[src/rtl/sequential_carryless_multiplier.sv]
// Iterative GF(2) multiplier: BITS_PER_CYCLE multiplier bits per clock, returning the
// low, high or reversed word of the 2W-bit carry-less product.
module sequential_carryless_multiplier #(
  parameter int unsigned DATA_WIDTH     = 32,
  parameter int unsigned BITS_PER_CYCLE = 4
) (
  input  logic                  clk_i,
  input  logic                  rst_n_i,
  input  logic                  clear_i,
  input  logic                  valid_i,
  input  logic [1:0]            mode_i,
  input  logic [DATA_WIDTH-1:0] operand_A_i,
  input  logic [DATA_WIDTH-1:0] operand_B_i,
  output logic                  ready_o,
  output logic                  valid_o,
  output logic [DATA_WIDTH-1:0] result_o
);

  localparam int unsigned W     = DATA_WIDTH;
  localparam int unsigned N     = DATA_WIDTH / BITS_PER_CYCLE;
  localparam int unsigned CNT_W = (N > 1) ? $clog2(N) : 1;
  localparam logic [CNT_W-1:0] LAST = CNT_W'(N - 1);

  if ((DATA_WIDTH % BITS_PER_CYCLE) != 0) begin : g_bad_cfg
    $error("BITS_PER_CYCLE must divide DATA_WIDTH");
  end

  typedef enum logic [1:0] {
    S_IDLE,
    S_COMPUTE,
    S_DONE
  } state_t;

  state_t           state_q, state_d;
  logic [2*W-1:0]   a_q, a_d;
  logic [W-1:0]     b_q, b_d;
  logic [1:0]       mode_q, mode_d;
  logic [2*W-1:0]   acc_q, acc_d;
  logic [CNT_W-1:0] cnt_q, cnt_d;
  logic [W-1:0]     result_q, result_d;
  logic [2*W-1:0]   pp;

  function automatic logic [W-1:0] sel_word(input logic [1:0] m, input logic [2*W-1:0] p);
    case (m)
      2'b01:   return p[2*W-1:W];
      2'b10:   return p[2*W-2:W-1];
      default: return p[W-1:0];
    endcase
  endfunction

  // a_q is pre-shifted by the bits already consumed, so bit j of b_q weighs a_q << j.
  always_comb begin
    pp = '0;
    for (int unsigned j = 0; j < BITS_PER_CYCLE; j++) begin
      if (b_q[j]) pp = pp ^ (a_q << j);
    end
  end

  always_comb begin
    state_d  = state_q;
    a_d      = a_q;
    b_d      = b_q;
    mode_d   = mode_q;
    acc_d    = acc_q;
    cnt_d    = cnt_q;
    result_d = result_q;
    case (state_q)
      S_IDLE: begin
        if (valid_i) begin
          a_d     = {{W{1'b0}}, operand_A_i};
          b_d     = operand_B_i;
          mode_d  = mode_i;
          acc_d   = '0;
          cnt_d   = '0;
          state_d = S_COMPUTE;
        end
      end
      S_COMPUTE: begin
        acc_d = acc_q ^ pp;
        a_d   = a_q << BITS_PER_CYCLE;
        b_d   = b_q >> BITS_PER_CYCLE;
        cnt_d = cnt_q + CNT_W'(1);
        if (cnt_q == LAST) begin
          state_d  = S_DONE;
          result_d = sel_word(mode_q, acc_q ^ pp);
        end
      end
      S_DONE:  state_d = S_IDLE;
      default: state_d = S_IDLE;
    endcase
    if (clear_i) begin
      state_d  = S_IDLE;
      result_d = result_q;
    end
  end

  always_ff @(posedge clk_i or negedge rst_n_i) begin
    if (!rst_n_i) begin
      state_q  <= S_IDLE;
      a_q      <= '0;
      b_q      <= '0;
      mode_q   <= '0;
      acc_q    <= '0;
      cnt_q    <= '0;
      result_q <= '0;
    end else begin
      state_q  <= state_d;
      a_q      <= a_d;
      b_q      <= b_d;
      mode_q   <= mode_d;
      acc_q    <= acc_d;
      cnt_q    <= cnt_d;
      result_q <= result_d;
    end
  end

  assign ready_o  = (state_q == S_IDLE);
  assign valid_o  = (state_q == S_DONE);
  assign result_o = result_q;

endmodule
[config.mk]
export PLATFORM = sky130hd
export DESIGN_NAME = sequential_carryless_multiplier
export DESIGN_NICKNAME = d
export VERILOG_FILES = /design/src/rtl/sequential_carryless_multiplier.sv
export SDC_FILE = /design/constraint.sdc
export NUM_CORES = 1
export LEC_CHECK = 0
export CAP_MARGIN = 15
export CORE_MARGIN = 5
export CORE_UTILIZATION = 60
export CTS_BUF_LIST = sky130_fd_sc_hd__clkbuf_8 sky130_fd_sc_hd__clkbuf_16
export DETAILED_ROUTE_END_ITERATION = 7
export HOLD_SLACK_MARGIN = 0.06
export PLACE_DENSITY_LB_ADDON = 0.08
export SETUP_SLACK_MARGIN = 0.05
export SLEW_MARGIN = 20
export SYNTH_ARGS = -nofsm -noshare
export SYNTH_HDL_FRONTEND = slang
export SYNTH_SLANG_ARGS = --single-unit
[constraint.sdc]
create_clock -name clk_i -period 2.65 [get_ports clk_i]
set_input_delay 0.265 -clock clk_i [delete_from_list [all_inputs] [get_ports clk_i]]
set_output_delay 0.265 -clock clk_i [all_outputs]
set_load 0.01 [all_outputs]
; Word level (Yosys, flattened, before mapping)
; Cells that the tools add are included.
[word_totals]
input_bits = 70
ff_bits = 199
[classes]
n_reduce_logical = 6
eq_ne = 8
n_bitwise = 5
muxes = 17
n_addsub = 1
[ops]
columns = op, n
row1 = 64-bit 2-to-1 mux, 6
row2 = 64-bit one-hot mux with 2 select lines, 2
row3 = 64-bit XOR, 4
row4 = 32-bit one-hot mux with 2 select lines, 2
row5 = 32-bit 2-to-1 mux, 1
row6 = 2-bit 2-to-1 mux, 3
row7 = "3-bit != test, second input constant", 2
row8 = 3-bit one-hot mux with 2 select lines, 1
row9 = 2-bit AND reduction, 3
row10 = "2-bit by 1-bit equality test with 1-bit output, second input constant", 2
row11 = "2-bit equality test, second input constant", 2
row12 = 2-bit one-hot mux with 2 select lines, 1
row13 = "3-bit by 1-bit adder with 3-bit output, second input constant", 1
row14 = "3-bit equality test, second input constant", 1
row15 = 3-bit 2-to-1 mux, 1
row16 = 3-bit AND reduction, 1
row17 = 2-bit logical NOT, 1
row18 = "2-bit != test, second input constant", 1
row19 = 2-bit nonzero test, 1
row20 = 1-bit inverter, 1

; Longest topological paths before layout
[logic_depth]
depth_word = 9
ltp_mapped = 11
mapped_depth_nobuf = 9

; Worst setup path after synthesis
; OpenSTA, ideal clock, no wires.
[synth_path]
kind = register to register
from = reg cnt_q[0]
to = reg result_q[15], in the netlist result_o[15]
required_ps = 2518
path_stages_with_launch = 11
setup_time_ps = 132
slack_ps = 735
t_arrival_ps = 1783
cell_sequence = dfrtp_1 -> ha_1 -> ha_1 -> inv_1 -> or3_1 -> buf_4 -> nor2_4 -> buf_2 -> o221ai_1 -> a221oi_1 -> a211oi_1
[synth_via]
elab_chain_len = 2
[synth_lines]
columns = element, line
row1 = from (decl), 39  ; logic [CNT_W-1:0] cnt_q, cnt_d;
row2 = from (signal assigned), 112  ; cnt_q <= cnt_d;
row3 = 3-bit equality test, 83  ; if (cnt_q == LAST) begin
row4 = 3-bit AND reduction (no source line), -
row5 = to (signal assigned), 113  ; result_q <= result_d;
row6 = to (decl), 40  ; logic [W-1:0] result_q, result_d;
; No other way between the ends.
; A chain may end at the register's enable or synchronous reset.

; Final worst setup path
[layout_path]
from = reg b_q[2]
to = reg result_q[20], in the netlist result_o[20]
[layout_via]
elab_chain_len = 5
[layout_lines]
columns = element, line
row1 = from (decl), 36  ; logic [W-1:0] b_q, b_d;
row2 = from (signal assigned), 101  ; b_q <= '0;
row3 = from (signal assigned), 109  ; b_q <= b_d;
row4 = 64-bit 2-to-1 mux *, 55  ; if (b_q[j]) pp = pp ^ (a_q << j);
row5 = 64-bit XOR, 55
row6 = 64-bit 2-to-1 mux *, 55
row7 = 64-bit XOR *, 85  ; result_d = sel_word(mode_q, acc_q ^ pp);
row8 = 32-bit one-hot mux with 2 select lines *, 44  ; case (m)
; Every way passes the cells marked *; elsewhere a longest branch is shown, timed or not.

==> results by group <==
Worst setup path
  • Gate family responsible for the most delay along the worst path: flip-flops
  • Cell at the slowest stage of the critical path: dfrtp_2
  • Setup slack of the worst register-to-register path: 0.28 ns
  • Most common cell on crit path: xor2_1
  • Cell count of the worst reg-to-reg path: 6
  • Worst R2R End: result_o[20]
  • Launching element type of the critical path: register
  • Class of the most critical setup path: register to register
  • Critical Path Max Stage Delay: around 0.85 ns
  • Peak fanout along the critical path: 33
  • Endpoint class of the critical path: register
  • WP buf/inv: 0
  • Crit path DAT: 2.69 ns
  • Worst Path Required: 2.96 ns
  • CP cell instances: nand2_1 > xor2_1 > xor2_1 > xor2_1 > a221oi_1 > a211oi_1
  • Reg2Reg Launch Point: b_q[2]

Layout
  • Ratio of cells with drive above 1 in the final layout: 0.0599
  • Synth-to-layout area growth: 13.9%
  • Number of filler instances in the final layout: 1782
  • Nets@finish: 1764
  • Antenna Diode Count: 0
  • Final non-filler cell total: 1983

Yosys
  • Post-Syn Area: 13100 sq um
  • Syn avg cell area: 7.93 sq um
  • Number of distinct standard cells referenced by the synthesized netlist: 63
  • FFs w/ async S/R, synth: 1.00
  • Flip-flop and latch count after synthesis: ~200
  • Library cell occupying the most area in the post-synthesis netlist: dfrtp_1
  • Number of enable flip-flop cells after synthesis: 0
  • Net count after synthesis: 1729
  • Synth warn: 0
  • Main synth FF type: dfrtp_1
  • Synthesized instance count: about 1700
  • List of most frequent post-synthesis cells: nand2_1, dfrtp_1, o21ai_0
  • Cell types with the largest area share after synthesis: dfrtp_1, nand2_1, xnor2_1
  • Register area share after synthesis: 0.380
  • Top-count cell post-synth: nand2_1
  • Area share of the largest cell type after synthesis: 0.380

Job
  • Number of maximum-capacitance violations: 0

Power and ir drop
  • Worst ir drop on vdd: around 0.47 mV
  • Leakage power: 6.14 nW
  • Power density cells: 832 nW/um^2

Detailed routing
  • Vias: 12000
  • Remaining number of nets flagged by the antenna check after routing: 0
  • Number of detailed-routing iterations run before antenna repair: 6
  • Routed vias/inst: 6.04
  • Post-Route WL: 37400 microns
  • Count of unresolved DRC violations after routing: 0
  • Routed len/inst: 18.9 microns
  • Number of design-rule violations left by the first detailed-router iteration: 1145

Timing
  • Count of final hold-check violations: 0
  • Time the worst path needs with I/O delays and setup: roughly 2.4 ns
  • Slew of the pin with the lowest slew margin: 1.03 ns
  • RSZ-0062 raised after global routing: false
  • Number of setup violations in the final report: 0
  • Highest clock rate: 421 MHz
  • Fin crit share: 0.896
  • Setup TNS after final layout: 0 ns
  • Final count of pins violating max slew: 0
  • Setup Skew: 0.0116 ns
  • Relative slew slack: 0.312

Floorplan
  • Die boundary height: 158 microns
  • Core area: 21700 sq um
  • Number of rows in the core area: 54
  • Die outline width: 158 microns
  • Boundary Pins: around 100
  • Starting density of the core: 0.605
  • Die area: 24900 sq um

Global routing
  • Global-route congestion overflow total: 0
  • Maximum number of pins on one net before global-route repair: 257
  • Via count of the first global-routing pass: 11300
  • GR met1 Demand/Resource: 0.415
  • Wire length of the first global-routing pass: a little over 60000 microns
  • Layer with the highest usage: met2
  • Met2 Track Usage GR: 0.487
  • Global-route usage over all layers: 0.305
  • Met3 usage in global routing: 0.0539
  • Antenna violations before repair: 0

Clock network
  • Sink Count: 199
  • Setup fix buffers added after clock tree synthesis: 0
  • Clock tree root driver cell: clkbuf_16
  • CTS HTree Levels: 4
  • Worst-path clk slew: 0.08 ns
  • Longest Clk Path Bufs: 2
  • TritonCTS clock tree: yes
  • Clock latency on the worst-skew pair: 0.44 ns
  • CTS Buf Count: 17

Hold path
  • Min-Delay Path Class: input port to async pin

Place
  • Global placer's final weighted congestion: 0.905
  • Port Buffer Count: 103
  • Number of placed instances with taps included: between 1500 and 2000
  • Detailed Place HPWL: between 20000 and 30000 microns

Status
  • Run status: completed
## power by group
part / leakage [nW] / switching (mW) / internal [mW]
Sequential: 2.49 / 0.921 / 3.76
Clock: 0.279 / 1.32 / 1.27
Combinational: 3.37 / 2.90 / 2.26
Total: 6.14 / 5.14 / 7.29
## sequential cells by signal, indices dropped and copies added, names as in the netlist
register	cells
a_q	64
acc_q	64
b_q	32
cnt_q	3
mode_q	2
result_o	32
state_q	2
## how the worst max path moves through the flow
stage	to	slack (ns)	cells past startpoint	start
2_1_floorplan	result_o[15]	0.73	10	cnt_q[0]
3_3_place_gp	result_o[21]	0.36	6	b_q[2]
3_5_place_dp	result_o[20]	0.30	6	b_q[2]
4_1_cts	result_o[20]	0.28	6	b_q[2]
5_1_grt	result_o[20]	0.10	6	b_q[2]
6_report	result_o[20]	0.28	6	b_q[2]
## cell type report
class | count | area (sq um) | share of cell area
Multi-Input combinational cell | 1324 | 7550 | 0.505
Sequential cell | 199 | 4980 | 0.334
Timing Repair Buffer | 140 | 1450 | 0.0972
Clock buffer | 18 | 439 | 0.0294
Tap cell | 280 | 350 | 0.0234
Clock inverter | 14 | 135 | 0.00904
Inverter | 8 | 30.0 | 0.00201
## metal layers
| layer | vias up | part of all wire |
|---|---|---|
| met5 | - | 0 |
| met4 | 0 | 0.039 |
| met3 | 92 | 0.078 |
| met2 | 533 | 0.47 |
| met1 | 5760 | 0.41 |
| li1 | 5592 | - |
## layout by cell type, fill, tap and decap left out, types with 13 or more instances in the layout
cell type,Yosys,layout
nor2_1,116,116
a31oi_1,62,62
o21ai_0,144,144
a211oi_1,14,14
nand3_1,61,61
buf_4,10,25
dfrtp_1,199,195
nand4_1,13,13
nand2_1,501,500
a221oi_1,14,14
nor3_1,18,18
xor2_1,100,100
clkdlybuf4s50_1,0,102
a21oi_1,19,19
clkbuf_16,0,17
xnor2_1,143,143
## what timing repair did
action	in CTS	in global routing
hold buffers	1	0
hold endpoints to repair	32	0
gates resized for setup	0	0
## metrics by stage
step / hold WS [ns] / power [mW] / util / setup WS (ns) / instance area (sq um)
2_1_floorplan: -0.0306 / 8.04 / - / 0.735 / 13100
3_3_place_gp: 0.209 / 9.68 / 0.662 / 0.362 / 14400
3_5_place_dp: 0.215 / 9.82 / 0.662 / 0.304 / 14400
4_1_cts: 0.310 / 12.4 / 0.689 / 0.277 / 14900
5_1_grt: 0.321 / 13.2 / 0.689 / 0.101 / 14900
6_report: 0.300 / 12.4 / 0.689 / 0.275 / 14900
## cell families (layout without fill, tap and decap cells)
family                     after synthesis  in the layout  synth area share
and+or+nand+nor                        737            737             0.227
AOI/OAI and AO/OA                      315            315             0.151
adders and majority gates                4              4           0.00382
DFF                                    199            199             0.380
buffers and inverters                  132            180            0.0469
muxes                                   11             11           0.00887
xor gates and xnor gates               257            257             0.183
Power figures use the tool's default switching activity.
